<file path="config.mk">
export PLATFORM = sky130hd
export DESIGN_NAME = sdf_bf2_stage4
export DESIGN_NICKNAME = d
export VERILOG_FILES = /design/src/rtl/fft_pkg.sv /design/src/rtl/sdf_bf2_core.sv /design/src/rtl/sdf_bf2_stage4.sv
export SDC_FILE = /design/constraint.sdc
export NUM_CORES = 1
export LEC_CHECK = 0
export ABC_CLOCK_PERIOD_IN_PS = 13350
export BUFFER_PORTS_ARGS = -buffer_cell sky130_fd_sc_hd__buf_2
export CAP_MARGIN = 10
export CORE_ASPECT_RATIO = 0.5
export CORE_MARGIN = 2
export CORE_UTILIZATION = 65
export CTS_BUF_LIST = sky130_fd_sc_hd__clkbuf_16
export DETAILED_ROUTE_END_ITERATION = 6
export PLACE_DENSITY = 0.86
export SKIP_LAST_GASP = 1
export SLEW_MARGIN = 20
export SYNTH_ARGS = -nofsm -noshare
export SYNTH_HDL_FRONTEND = slang
export SYNTH_SLANG_ARGS = --single-unit
</file>
<file path="constraint.sdc">
create_clock -name clk -period 13.35 [get_ports clk]
set_input_delay 0.6675 -clock clk [delete_from_list [all_inputs] [get_ports clk]]
set_output_delay 0.6675 -clock clk [all_outputs]
set_load 0.01 [all_outputs]
</file>
<file path="src/rtl/fft_pkg.sv">
// Shared types, constants and saturating arithmetic for the 32-point R2SDF FFT pipeline.
package fft_pkg;

  localparam int unsigned DW   = 22;
  localparam int unsigned N    = 32;
  localparam int unsigned CntW = $clog2(N);

  // Feedback delay depth of each R2SDF stage, stage 1 first.
  localparam int unsigned D16 = 16;
  localparam int unsigned D8  = 8;
  localparam int unsigned D4  = 4;
  localparam int unsigned D2  = 2;
  localparam int unsigned D1  = 1;

  typedef logic signed [DW-1:0] sample_t;

  localparam sample_t SatMax = {1'b0, {(DW-1){1'b1}}};
  localparam sample_t SatMin = {1'b1, {(DW-1){1'b0}}};

  typedef struct packed {
    sample_t re;
    sample_t im;
  } cplx_t;

  typedef enum logic [1:0] {StIdle, StRun, StFlush} state_t;

  // Clamp a DW+1 bit result back into DW bits.
  function automatic sample_t sat_ext(input logic signed [DW:0] s);
    if (s[DW] != s[DW-1]) return s[DW] ? SatMin : SatMax;
    return s[DW-1:0];
  endfunction

  function automatic sample_t sat_add(input sample_t a, input sample_t b);
    return sat_ext({a[DW-1], a} + {b[DW-1], b});
  endfunction

  function automatic sample_t sat_sub(input sample_t a, input sample_t b);
    return sat_ext({a[DW-1], a} - {b[DW-1], b});
  endfunction

  function automatic sample_t neg_sat(input sample_t a);
    return (a == SatMin) ? SatMax : -a;
  endfunction

endpackage

</file>
<file path="src/rtl/sdf_bf2_core.sv">
// Combinational R2SDF butterfly with the trivial W4 twiddle (1 or -j) on the delay-head path.
module sdf_bf2_core import fft_pkg::*; (
  input  cplx_t d,
  input  cplx_t x,
  input  logic  phase,
  input  logic  odd,
  output cplx_t y,
  output cplx_t fb
);

  always_comb begin
    y  = d;
    fb = x;
    if (phase) begin
      y.re  = sat_add(d.re, x.re);
      y.im  = sat_add(d.im, x.im);
      fb.re = sat_sub(d.re, x.re);
      fb.im = sat_sub(d.im, x.im);
    end else if (odd) begin
      // Multiply by -j: (re, im) -> (im, -re).
      y.re = d.im;
      y.im = neg_sat(d.re);
    end
  end

endmodule

</file>
<file path="src/rtl/sdf_bf2_stage4.sv">
// Stage-4 (D=2) R2SDF element: delay feedback, butterfly, -j twiddle and end-of-frame flush.
module sdf_bf2_stage4 import fft_pkg::*; (
  input  logic          clk,
  input  logic          rst_n,
  input  logic          in_valid,
  output logic          in_ready,
  input  logic [DW-1:0] data_real_in,
  input  logic [DW-1:0] data_imag_in,
  output logic          out_valid,
  output logic [DW-1:0] data_real_out,
  output logic [DW-1:0] data_imag_out
);

  localparam int unsigned D = D2;

  state_t          state_q, state_d;
  logic [CntW-1:0] cnt_q, cnt_d;
  logic            have_diff_q, have_diff_d;
  cplx_t           dl_q [D];
  cplx_t           x, y, fb, out_q;
  logic            out_valid_q;
  logic            flush_trig, flush_step, step;

  always_ff @(posedge clk or negedge rst_n) begin
    if (!rst_n) state_q <= StIdle;
    else        state_q <= state_d;
  end

  always_comb begin
    state_d = state_q;
    unique case (state_q)
      StIdle:  if (in_valid) state_d = StRun;
      StRun:   if (flush_trig) state_d = StFlush;
      StFlush: state_d = StIdle;
      default: state_d = StIdle;
    endcase
  end

  // A finished frame with pending diffs and no next sample drains them as two x=0 steps.
  always_comb begin
    in_ready   = (state_q != StFlush);
    flush_trig = (state_q == StRun) && (cnt_q == '0) && have_diff_q && !in_valid;
    flush_step = flush_trig || (state_q == StFlush);
    step       = (in_valid && in_ready) || flush_step;
  end

  always_comb begin
    x = '0;
    if (!flush_step) begin
      x.re = data_real_in;
      x.im = data_imag_in;
    end
  end

  sdf_bf2_core u_core (
    .d     (dl_q[D-1]),
    .x     (x),
    .phase (cnt_q[1]),
    .odd   (cnt_q[0]),
    .y     (y),
    .fb    (fb)
  );

  always_comb begin
    cnt_d       = cnt_q;
    have_diff_d = have_diff_q;
    if (step) begin
      cnt_d = cnt_q + 1'b1;
      if (cnt_q[1:0] == 2'b11)      have_diff_d = 1'b1;
      else if (cnt_q[1:0] == 2'b01) have_diff_d = 1'b0;
    end
    if (state_q == StFlush) begin
      cnt_d       = '0;
      have_diff_d = 1'b0;
    end
  end

  always_ff @(posedge clk or negedge rst_n) begin
    if (!rst_n) begin
      cnt_q       <= '0;
      have_diff_q <= 1'b0;
      out_valid_q <= 1'b0;
      out_q       <= '0;
      for (int i = 0; i < D; i++) dl_q[i] <= '0;
    end else begin
      cnt_q       <= cnt_d;
      have_diff_q <= have_diff_d;
      out_valid_q <= step && (cnt_q[1] || have_diff_q);
      if (step) begin
        out_q   <= y;
        dl_q[0] <= fb;
        for (int i = 1; i < D; i++) dl_q[i] <= dl_q[i-1];
      end
    end
  end

  assign out_valid     = out_valid_q;
  assign data_real_out = out_q.re;
  assign data_imag_out = out_q.im;

endmodule
</file>
## Word level (Yosys, flattened, before mapping)

Index checks and enable logic that the tools add are counted.
W data, S select, Z words.

| storage, ports and cells | value |
|---|---|
| output and inout bits | 46 |
| word-level logic and storage cells | 77 |
| input bits | 47 |
| bits in registers | 141 |

| cells by class | value |
|---|---|
| multiplexer cells | 34 |
| eq/ne operators | 12 |
| reduce and logical (&&, ||, !) cells | 15 |
| $add $sub $neg | 6 |

Operators by type and width:

| operator | number |
|---|---|
| $mux W22 | 13 |
| $mux W44 | 4 |
| $add A22 B22 Y23 | 2 |
| $sub A22 B22 Y23 | 2 |
| $eq A22 B22 Y1 const B | 1 |
| $neg A22 Y22 | 1 |
| $mux W1 | 12 |
| $mux W5 | 2 |
| $ne A2 B2 Y1 const B | 3 |
| $add A5 B1 Y5 const B | 1 |
| $logic_and A1 B1 Y1 | 5 |
| $logic_not A5 Y1 | 1 |
| $eq A2 B1 Y1 const B | 2 |
| $eq A2 B2 Y1 const B | 2 |
| $mux W2 | 2 |
| $ne A1 B1 Y1 | 4 |
| $pmux W2 S2 | 1 |
| $reduce_and A2 Y1 | 2 |
| $logic_or A1 B1 Y1 | 3 |
| $reduce_bool A3 Y1 | 1 |
| $logic_not A2 Y1 | 1 |
| $reduce_bool A2 Y1 | 1 |
| $logic_not A1 Y1 | 1 |

## Longest topological paths before layout

Gate-level depths: netlist (run 1).

| logic depth | value |
|---|---|
| depth in word-level cells | 12 |
| depth in mapped cells | 27 |
| depth with buffers taken out | 23 |

## Hierarchy

A second synthesis (run 1) with hierarchy kept.

| second synthesis, totals | value |
|---|---|
| cells, all modules | 1447 |
| area total of the unflattened synthesis | 12699.7 µm² |

Modules (own cells, without submodules):

| module | sequential area each (µm²) | area an instance (µm²) | cells each | instances |
|---|---|---|---|---|
| sdf_bf2_core | 0.0 | 7006.7 | 1072 | 1 |
| sdf_bf2_stage4 | 3528.4 | 5693.0 | 375 | 1 |

## Worst setup path after synthesis (run 1)

OpenSTA, ideal clock, no wires.

| timing | value |
|---|---|
| kind | register to register |
| start point | register cnt_q[1] |
| end point | register out_q (netlist bit data_imag_out[7]) |
| setup slack | 8035 ps |
| path buffers | 6 |
| data arrival time | 5237 ps |
| library setup time | 77 ps |
| data required time | 13273 ps |
| stages on the path, launching flop included | 28 |
| period minus slack after synthesis | 5315 ps |
| path through | dfrtp_1 > clkbuf_1 > inv_2 > clkbuf_1 > ha_1 > nand4b_1 > nor2_1 > nor2_1 > clkbuf_1 > nand2_1 > ha_1 > buf_2 > nor3_2 > a211oi_1 > o31ai_1 > a31oi_1 > o311ai_1 > nand2_1 > o21a_1 > o21bai_1 > xnor2_1 > ha_1 > clkbuf_1 > inv_1 > o21ai_2 > buf_4 > o22ai_1 > a21oi_1 |

| between the ends | value |
|---|---|
| cells in the longest elaborated chain, start to end | 12 |
| elaborated cells between the ends (all ways) | 15 |
| those cells by class | add/sub: 1; eq/ne: 1; mux: 7; reduce/logical: 6 |

Ends and longest elaborated chain:

| item | RTL line | text |
|---|---|---|
| start, declared | sdf_bf2_stage4.sv:17 | `logic [CntW-1:0] cnt_q, cnt_d;` |
| start signal, assigned | sdf_bf2_stage4.sv:86 | `cnt_q <= cnt_d;` |
| $logic_not A5 Y1 | sdf_bf2_stage4.sv:42 | `flush_trig = (state_q == StRun) && (cnt_q == '0) && have_diff_q && !in_valid;` |
| $logic_and A1 B1 Y1 (3 in a row) | sdf_bf2_stage4.sv:42 |  |
| $logic_or A1 B1 Y1 | sdf_bf2_stage4.sv:43 | `flush_step = flush_trig \|\| (state_q == StFlush);` |
| $mux W44 | sdf_bf2_stage4.sv:49 | `if (!flush_step) begin` |
| $add A22 B22 Y23 | fft_pkg.sv:34 | `return sat_ext({a[DW-1], a} + {b[DW-1], b});` |
| $ne A1 B1 Y1 | fft_pkg.sv:29 | `if (s[DW] != s[DW-1]) return s[DW] ? SatMin : SatMax;` |
| $mux W1 | fft_pkg.sv:29 |  |
| $mux W1 | sdf_bf2_core.sv:14 | `if (phase) begin` |
| $mux W22 | fft_pkg.sv:30 | `return s[DW-1:0];` |
| $mux W44 | sdf_bf2_core.sv:14 |  |
| end signal, assigned | sdf_bf2_stage4.sv:90 | `out_q <= y;` |
| end, declared | sdf_bf2_stage4.sv:20 | `cplx_t x, y, fb, out_q;` |

Parallel ways exist; a longest one is shown, timed or not. The select of a mux whose other input is x is not followed.
A chain may end at the register's enable or synchronous reset.

## Worst setup path after layout (run 1)

| timing | value |
|---|---|
| start point | register cnt_q[0] |
| end point | register dl_q[57] in the netlist's numbering |

| between the ends | value |
|---|---|
| cells in the longest elaborated chain, start to end | 12 |
| elaborated cells between the ends (all ways) | 15 |
| those cells by class | add/sub: 1; eq/ne: 1; mux: 7; reduce/logical: 6 |

Ends and longest elaborated chain:

| item | RTL line | text |
|---|---|---|
| $logic_not A5 Y1 * | sdf_bf2_stage4.sv:42 |  |
| $logic_and A1 B1 Y1 * (3 in a row) | sdf_bf2_stage4.sv:42 |  |
| $logic_or A1 B1 Y1 * | sdf_bf2_stage4.sv:43 |  |
| $mux W44 | sdf_bf2_stage4.sv:49 |  |
| $sub A22 B22 Y23 | fft_pkg.sv:38 | `return sat_ext({a[DW-1], a} - {b[DW-1], b});` |
| $ne A1 B1 Y1 | fft_pkg.sv:29 |  |
| $mux W1 | fft_pkg.sv:29 |  |
| $mux W1 | sdf_bf2_core.sv:14 |  |
| $mux W22 | fft_pkg.sv:30 |  |
| $mux W44 | sdf_bf2_core.sv:14 |  |
| end, declared | sdf_bf2_stage4.sv:19 | `cplx_t dl_q [D];` |

Every way passes the cells marked *; elsewhere a longest branch is shown, timed or not. The select of a mux whose other input is x is not followed.

==> run summary, run 1 <==
status -> completed
total of warnings raised by yosys -> 0
Crit path required time -> 13.67 ns
Pins Over Slew Limit -> 0
# rows -> 35
vias -> 11454
post-CTS resize count -> 0
Hold WS -> 0.256 ns
Post-Route Utilization -> 71.6%
Tot GR Track Use -> 36.8%
Worst path top cell family by delay -> compound AO/OA/AOI/OAI gates
Power Dens Cells -> 299 mW/mm^2
io pins -> 93
Final WS setup -> 6.64 ns
grt total ovfl -> 0
asr flop ratio synth -> 100%
worst skew pair latency -> 0.43 ns
DRC Markers -> 0
WL met3 -> 3720 um
Worst Max-Slew Pin Slew -> 0.970 ns
antenna-violating nets left -> 0
Mapped Cells -> 1501
drt wl/cell -> 20.2 um
Mapped Avg Cell Area -> 8.06 um^2
CP Capture Type -> flip-flop
setup_tns -> 0 ns
largest net degree at the start of global routing -> 86
Crit path top cell by count -> ha_1
unrepaired setup endpoints after global routing -> false
nets@finish -> 1678
CP cell instances -> inv_1 > ha_1 > nand4b_1 > nor2_1 > nor2_4 > buf_4 > nand2_1 > ha_1 > nor2b_1 > o2111ai_1 > a21oi_1 > nor4_2 > o31ai_1 > a31oi_1 > o211ai_1 > mux2i_1 > o2111ai_1 > ha_1 > o211ai_2 > and2_1 > o21ai_0 > a22o_1
vias per cell -> 6.45
HPWL Detailed -> 25300 um
n_diodes -> 0
Die ar. -> 0.0198 mm^2
R2R setup slack -> 6.64 ns
worst r2r dst -> dl_q[57]
first-pass GRT wire length -> 57300 um
slew margin rel. -> 35.3%
htree depth -> 4
flops & latches, synth -> 141
clock period minus final worst setup slack -> 6.71 ns
Worst VDD drop -> 133 uV
DRT Pass-1 Iters -> 7
port bufs -> 92
worst r2r src -> cnt_q[0]
core area -> 0.0183 mm^2
Layout area overhead -> 8.38%
CTS tree -> done
post-synth net total -> 1656
clk_skew -> 0.0110 ns
Synth Flop Type -> dfrtp_1
worst min-delay path category -> input pin to asynchronous set/reset pin
Root Buffer -> clkbuf_16
Sink Count -> 141
Post-synth EDFFs -> 0
sequential area share after synthesis -> 29.2%
Pleak -> 6.11 nW
Routed WL -> 35800 um
Worst path slowest cell -> and2_1
Fin. Hold Viols -> 0
GP Congestion -> 0.991
Startpoint Class -> flip-flop
Met2 Wirelength -> 15700 um
initial antenna violation count -> 0
most frequent cells in the layout -> 262 x nand2_1, 141 x nor2_1, 140 x dfrtp_1
chip width -> 197 um
Setup crit start -> cnt_q[0]
hold_buf cts -> 0
setup repair bufs after CTS -> 0
commonest non-fill, non-tap cell in the layout -> nand2_1
1st-iter DRT viols -> 1093
share of layout cells above drive strength 1 -> 12.8%
Distinct cells, synth -> 84
r2r worst-path depth -> 22
Worst-path clk slew -> 0.07 ns
Final period util -> 50.3%
Max Freq -> 149 MHz
CP bufs+invs -> 2
vias in the first global route -> 10966
WS Path Type -> flip-flop to flip-flop
initial cell density of the core -> 66.1%
max layer used -> met4
Post-Syn Area -> 0.0121 mm^2
dpl ws -> 6.79 ns
CTS Buffer Depth -> 2
Max-cap violations -> 0
crit-path max FO -> 27
CTS Buf Count -> 17
WL met1 -> 15600 um
die height -> 100 um
Critical Path AT -> 7.03 ns
final setup fails -> 0
CP max stage delay -> 0.69 ns
-- power by group --
group	internal [W]	switching, W	total [W]	leakage, nW
registers	0.000641	0.000273	0.000914	1.65
logic	0.000965	0.00154	0.00250	4.17
clock network	0.000297	0.000209	0.000507	0.291
-- cell type report --
type	instances	area [um^2]
Clock inverter	15	185
Tap cell	240	300
Fill cell	1428	5190
Inverter	79	297
Clock buffer	17	425
Sequential cell	141	3530
Timing Repair Buffer	101	534
Multi-Input combinational cell	1183	7840
-- stage by stage --
step	cell area (um^2)	std cells	power, W
6_report	13100	1776	0.00392
3_3_place_gp	12500	1744	0.00324
4_1_cts	13100	1776	0.00385
3_5_place_dp	12500	1744	0.00332
2_1_floorplan	12100	1501	0.00270
5_1_grt	13100	1776	0.00419
-- kinds of logic (layout without fill, tap and decap cells) --
kind of cell | after synthesis | count (layout) | synth area share, %
simple gates | 561 | 561 | 20.7
flops | 141 | 141 | 29.2
compound gates | 416 | 416 | 25.2
buf+inv | 177 | 212 | 6.24
fa+ha+maj | 108 | 108 | 11.4
mux | 7 | 7 | 0.631
xor+xnor | 91 | 91 | 6.59
-- routing by layer --
layer  GRT usage, %  vias up
met5              0        -
met4           12.3        0
met3           7.09       84
met2           56.6      629
met1           52.3     5442
li1               -     5299
-- sequential cells by signal, indices dropped and copies added (netlist names) --
| register | flops |
|---|---|
| out_valid | 1 |
| dl_q | 88 |
| data_imag_out | 22 |
| state_q | 2 |
| have_diff_q | 1 |
| cnt_q | 5 |
| data_real_out | 22 |
-- worst reg2reg max path, delay by kind of cell (launching register included) --
family | cells | cell delay [ns]
compound gates | 9 | 2.16
fa+ha+maj | 3 | 1.31
buf+inv | 2 | 0.74
flops | 1 | 0.35
mux | 1 | 0.26
simple gates | 7 | 1.80
-- Yosys cell counts, drive strengths merged (14+ instances only) --
cell type  count  area share (%)
a2111oi       20             1.4
a211oi        28             2.4
a21o          19             1.2
a21oi         92             3.8
a221oi        20             2.0
a22o          19             1.4
and2          28             1.4
buf           39             2.0
clkbuf        59             1.8
dfrtp        141              29
ha           104              11
inv           79             2.5
nand2        263             8.2
nand2b        23             1.2
nand3         18            0.74
nor2         146             4.7
nor2b         18            0.93
nor3          26             1.2
o21ai         76             3.3
o21bai        14            0.87
o22ai         18            0.98
o31ai         15            0.97
xnor2         62             4.5
xor2          29             2.1
-- worst max-delay path by stage --
stage | cells past startpoint | slack (ns) | end
2_1_floorplan | 27 | 8.04 | data_imag_out[7]
5_1_grt | 22 | 6.24 | dl_q[61]
4_1_cts | 22 | 6.75 | dl_q[57]
3_5_place_dp | 22 | 6.79 | dl_q[57]
6_report | 22 | 6.64 | dl_q[57]
3_3_place_gp | 22 | 7.13 | dl_q[59]
Power figures use the tool's default switching activity.
==> inputs of run 2 (changes only) <==
- ABC_CLOCK_PERIOD_IN_PS: 13350 -> 6100
- CORE_UTILIZATION: 65 -> 56
- PLACE_DENSITY: 0.86 -> 0.79
- clock period: 13.35 -> 6.1 ns (I/O delays scaled with it)
==> run summary, run 2 (synthesis gave the netlist of run 1 again) <==
unrepaired setup endpoints after global routing -> false
initial cell density of the core -> 57.9% (-8.1 points)
Die ar. -> 0.0229 mm^2 (+16%)
Worst-path clk slew -> 0.07 ns (about the same)
Pleak -> 6.14 nW (+0.49%)
Tot GR Track Use -> 32.1% (-4.7 points)
Fin. Hold Viols -> 0 (unchanged)
io pins -> 93 (unchanged)
status -> finished, violations left
DRT Pass-1 Iters -> 7 (unchanged)
initial antenna violation count -> 1 (+1)
Largest register FFs -> 88 (unchanged)
# rows -> 37 (+5.7%)
Pins Over Slew Limit -> 0 (unchanged)
core area -> 0.0209 mm^2 (+14%)
Root Buffer -> clkbuf_16
Critical Path AT -> 5.78 ns (-1.25 ns)
HPWL Detailed -> 25800 um (+1.8%)
R2R setup slack -> 0.72 ns (-5.92 ns)
most frequent cells in the layout -> 262 x nand2_1, 141 x nor2_1, 140 x dfrtp_1
GP Congestion -> 0.952 (-3.9%)
fillers -> 1814 (+27%)
antenna-violating nets left -> 0 (unchanged)
Final period util -> 88.2% (+38 points)
drt wl/cell -> 19.4 um (-3.8%)
Layout area overhead -> 9.17%
WS Path Type -> flip-flop to flip-flop
Worst VDD drop -> 345 uV (+160%)
CP Capture Type -> flip-flop
worst r2r src -> cnt_q[2]
CTS tree -> done
chip width -> 212 um (+7.6%)
CTS Buffer Depth -> 2 (unchanged)
worst skew pair latency -> 0.46 ns (+0.03 ns)
Startpoint Class -> flip-flop
clk_skew -> 0.0102 ns (-0.000828 ns)
failing checks -> DRC
commonest non-fill, non-tap cell in the layout -> nand2_1
Largest Register -> dl_q
r2r worst-path depth -> 22 (unchanged)
vias in the first global route -> 10515 (-4.1%)
register area -> 0.00353 mm^2 (unchanged)
Routed WL -> 35600 um (-0.57%)
Sink Count -> 141 (unchanged)
Max Freq -> 186 MHz (+25%)
CTS Buf Count -> 17 (unchanged)
port bufs -> 92 (unchanged)
vias -> 11120 (-2.9%)
final setup fails -> 0 (unchanged)
Tot Pwr -> 0.00857 W (+120%)
Max-cap violations -> 0 (unchanged)
nets@finish -> 1685 (+0.42%)
Crit path required time -> 6.50 ns (-7.17 ns)
setup_tns -> 0 ns (unchanged)
clock period minus final worst setup slack -> 5.38 ns (-1.33 ns)
vias per cell -> 6.06 (-6.0%)
setup repair bufs after CTS -> 0 (unchanged)
largest net degree at the start of global routing -> 92 (+7.0%)
worst r2r dst -> data_imag_out[1]
n_diodes -> 0 (unchanged)
die height -> 108 um (+7.4%)
htree depth -> 4 (unchanged)
worst min-delay path category -> input pin to flip-flop
Worst Max-Slew Pin Slew -> 0.869 ns (-0.101 ns)
WHS Endpoint -> state_q[1]
slew margin rel. -> 42.0% (+6.7 points)
crit-path max FO -> 18 (-33%)
Power Dens Cells -> 649 mW/mm^2 (+120%)
first-pass GRT wire length -> 56700 um (-1.1%)
1st-iter DRT viols -> 998 (-8.7%)
DRC Markers -> 1 (+1)
grt total ovfl -> 0 (unchanged)
HP Start -> in_valid
multi-input gate area in the final layout -> 0.00784 mm^2 (about the same)
worst hold stages -> 2
share of layout cells above drive strength 1 -> 13.2% (+0.40 points)
run 2: changes by cell type in the layout (fill, tap and decap cells not counted), sizes merged:
| cell | change |
|---|---|
| bufinv | -1 |
| clkinv | +3 |
| clkinvlp | -2 |
| dlygate4sd3 | +1 |
| buf | +6 |
run 2: worst max-delay path by stage:
stage	from	endpoint	slack, ns	cells past startpoint
2_1_floorplan	cnt_q[1]	data_imag_out[7]	0.79	27
3_3_place_gp	cnt_q[0]	dl_q[61]	0.75	21
3_5_place_dp	cnt_q[0]	dl_q[61]	0.60	21
4_1_cts	cnt_q[0]	dl_q[61]	0.53	21
5_1_grt	cnt_q[2]	data_imag_out[1]	0.30	22
6_report	cnt_q[2]	data_imag_out[1]	0.72	22
run 2: area by class of cell:
| class | instances | share of cell area (%) |
|---|---|---|
| clock buffer | 17 | 3.22 |
| inverter | 79 | 2.24 |
| timing repair buffer | 108 | 4.46 |
| clock inverter | 15 | 1.21 |
| sequential | 141 | 26.7 |
| tap | 292 | 2.77 |
| multi-input combinational | 1183 | 59.4 |
run 2: timing repair:
item,4_1_cts,5_1_grt
setup endpoints to repair,0,1
gates resized for setup,0,1
hold buffers,1,0
endpoints found under the hold margin,90,0
run 2: worst max-delay path, stage by stage, from the launching register on:
cell and delay, ns:
dfrtp_1 0.42, nor4b_1 0.34, nand4b_1 0.19, nor2_1 0.24, nor2_4 0.15, nand2_1 0.14
ha_1 0.34, nor3_2 0.38, a211oi_1 0.12, o31ai_1 0.10, a31oi_1 0.18, o311ai_1 0.37
nand2_1 0.14, o21a_1 0.19, o21bai_1 0.21, xnor2_1 0.10, ha_1 0.30, buf_4 0.21
inv_1 0.14, o21ai_2 0.55, a21oi_1 0.12, a21oi_1 0.19, mux2_2 0.18
run 2: report_power, final:
group	switching [W]	leakage, nW	internal [W]	total (W)
sequential	0.000591	1.65	0.00140	0.00199
clock	0.000466	0.287	0.000607	0.00107
combinational	0.00336	4.20	0.00214	0.00551
run 2: metrics by stage:
| step | util [%] | hold slack, ns | setup slack [ns] | area [um^2] | instances |
|---|---|---|---|---|---|
| 5_1_grt | 63.3 | 0.0944 | 0.303 | 13200 | 1835 |
| 4_1_cts | 63.3 | 0.0900 | 0.530 | 13200 | 1835 |
| 6_report | 63.3 | 0.0999 | 0.719 | 13200 | 1835 |
| 3_5_place_dp | 60.4 | 0.426 | 0.597 | 12600 | 1802 |
| 2_1_floorplan | - | 0.00941 | 0.785 | 12100 | 1501 |
| 3_3_place_gp | 60.4 | 0.417 | 0.747 | 12600 | 1802 |
run 2: metal layers:
| layer | vias to the layer above | global-route usage (%) | share of wire [%] |
|---|---|---|---|
| met5 | - | 0 | 0.045 |
| met4 | 2 | 10.5 | 2.2 |
| met3 | 57 | 7.70 | 8.3 |
| met2 | 425 | 48.2 | 43 |
| met1 | 5331 | 45.6 | 46 |
| li1 | 5305 | - | - |
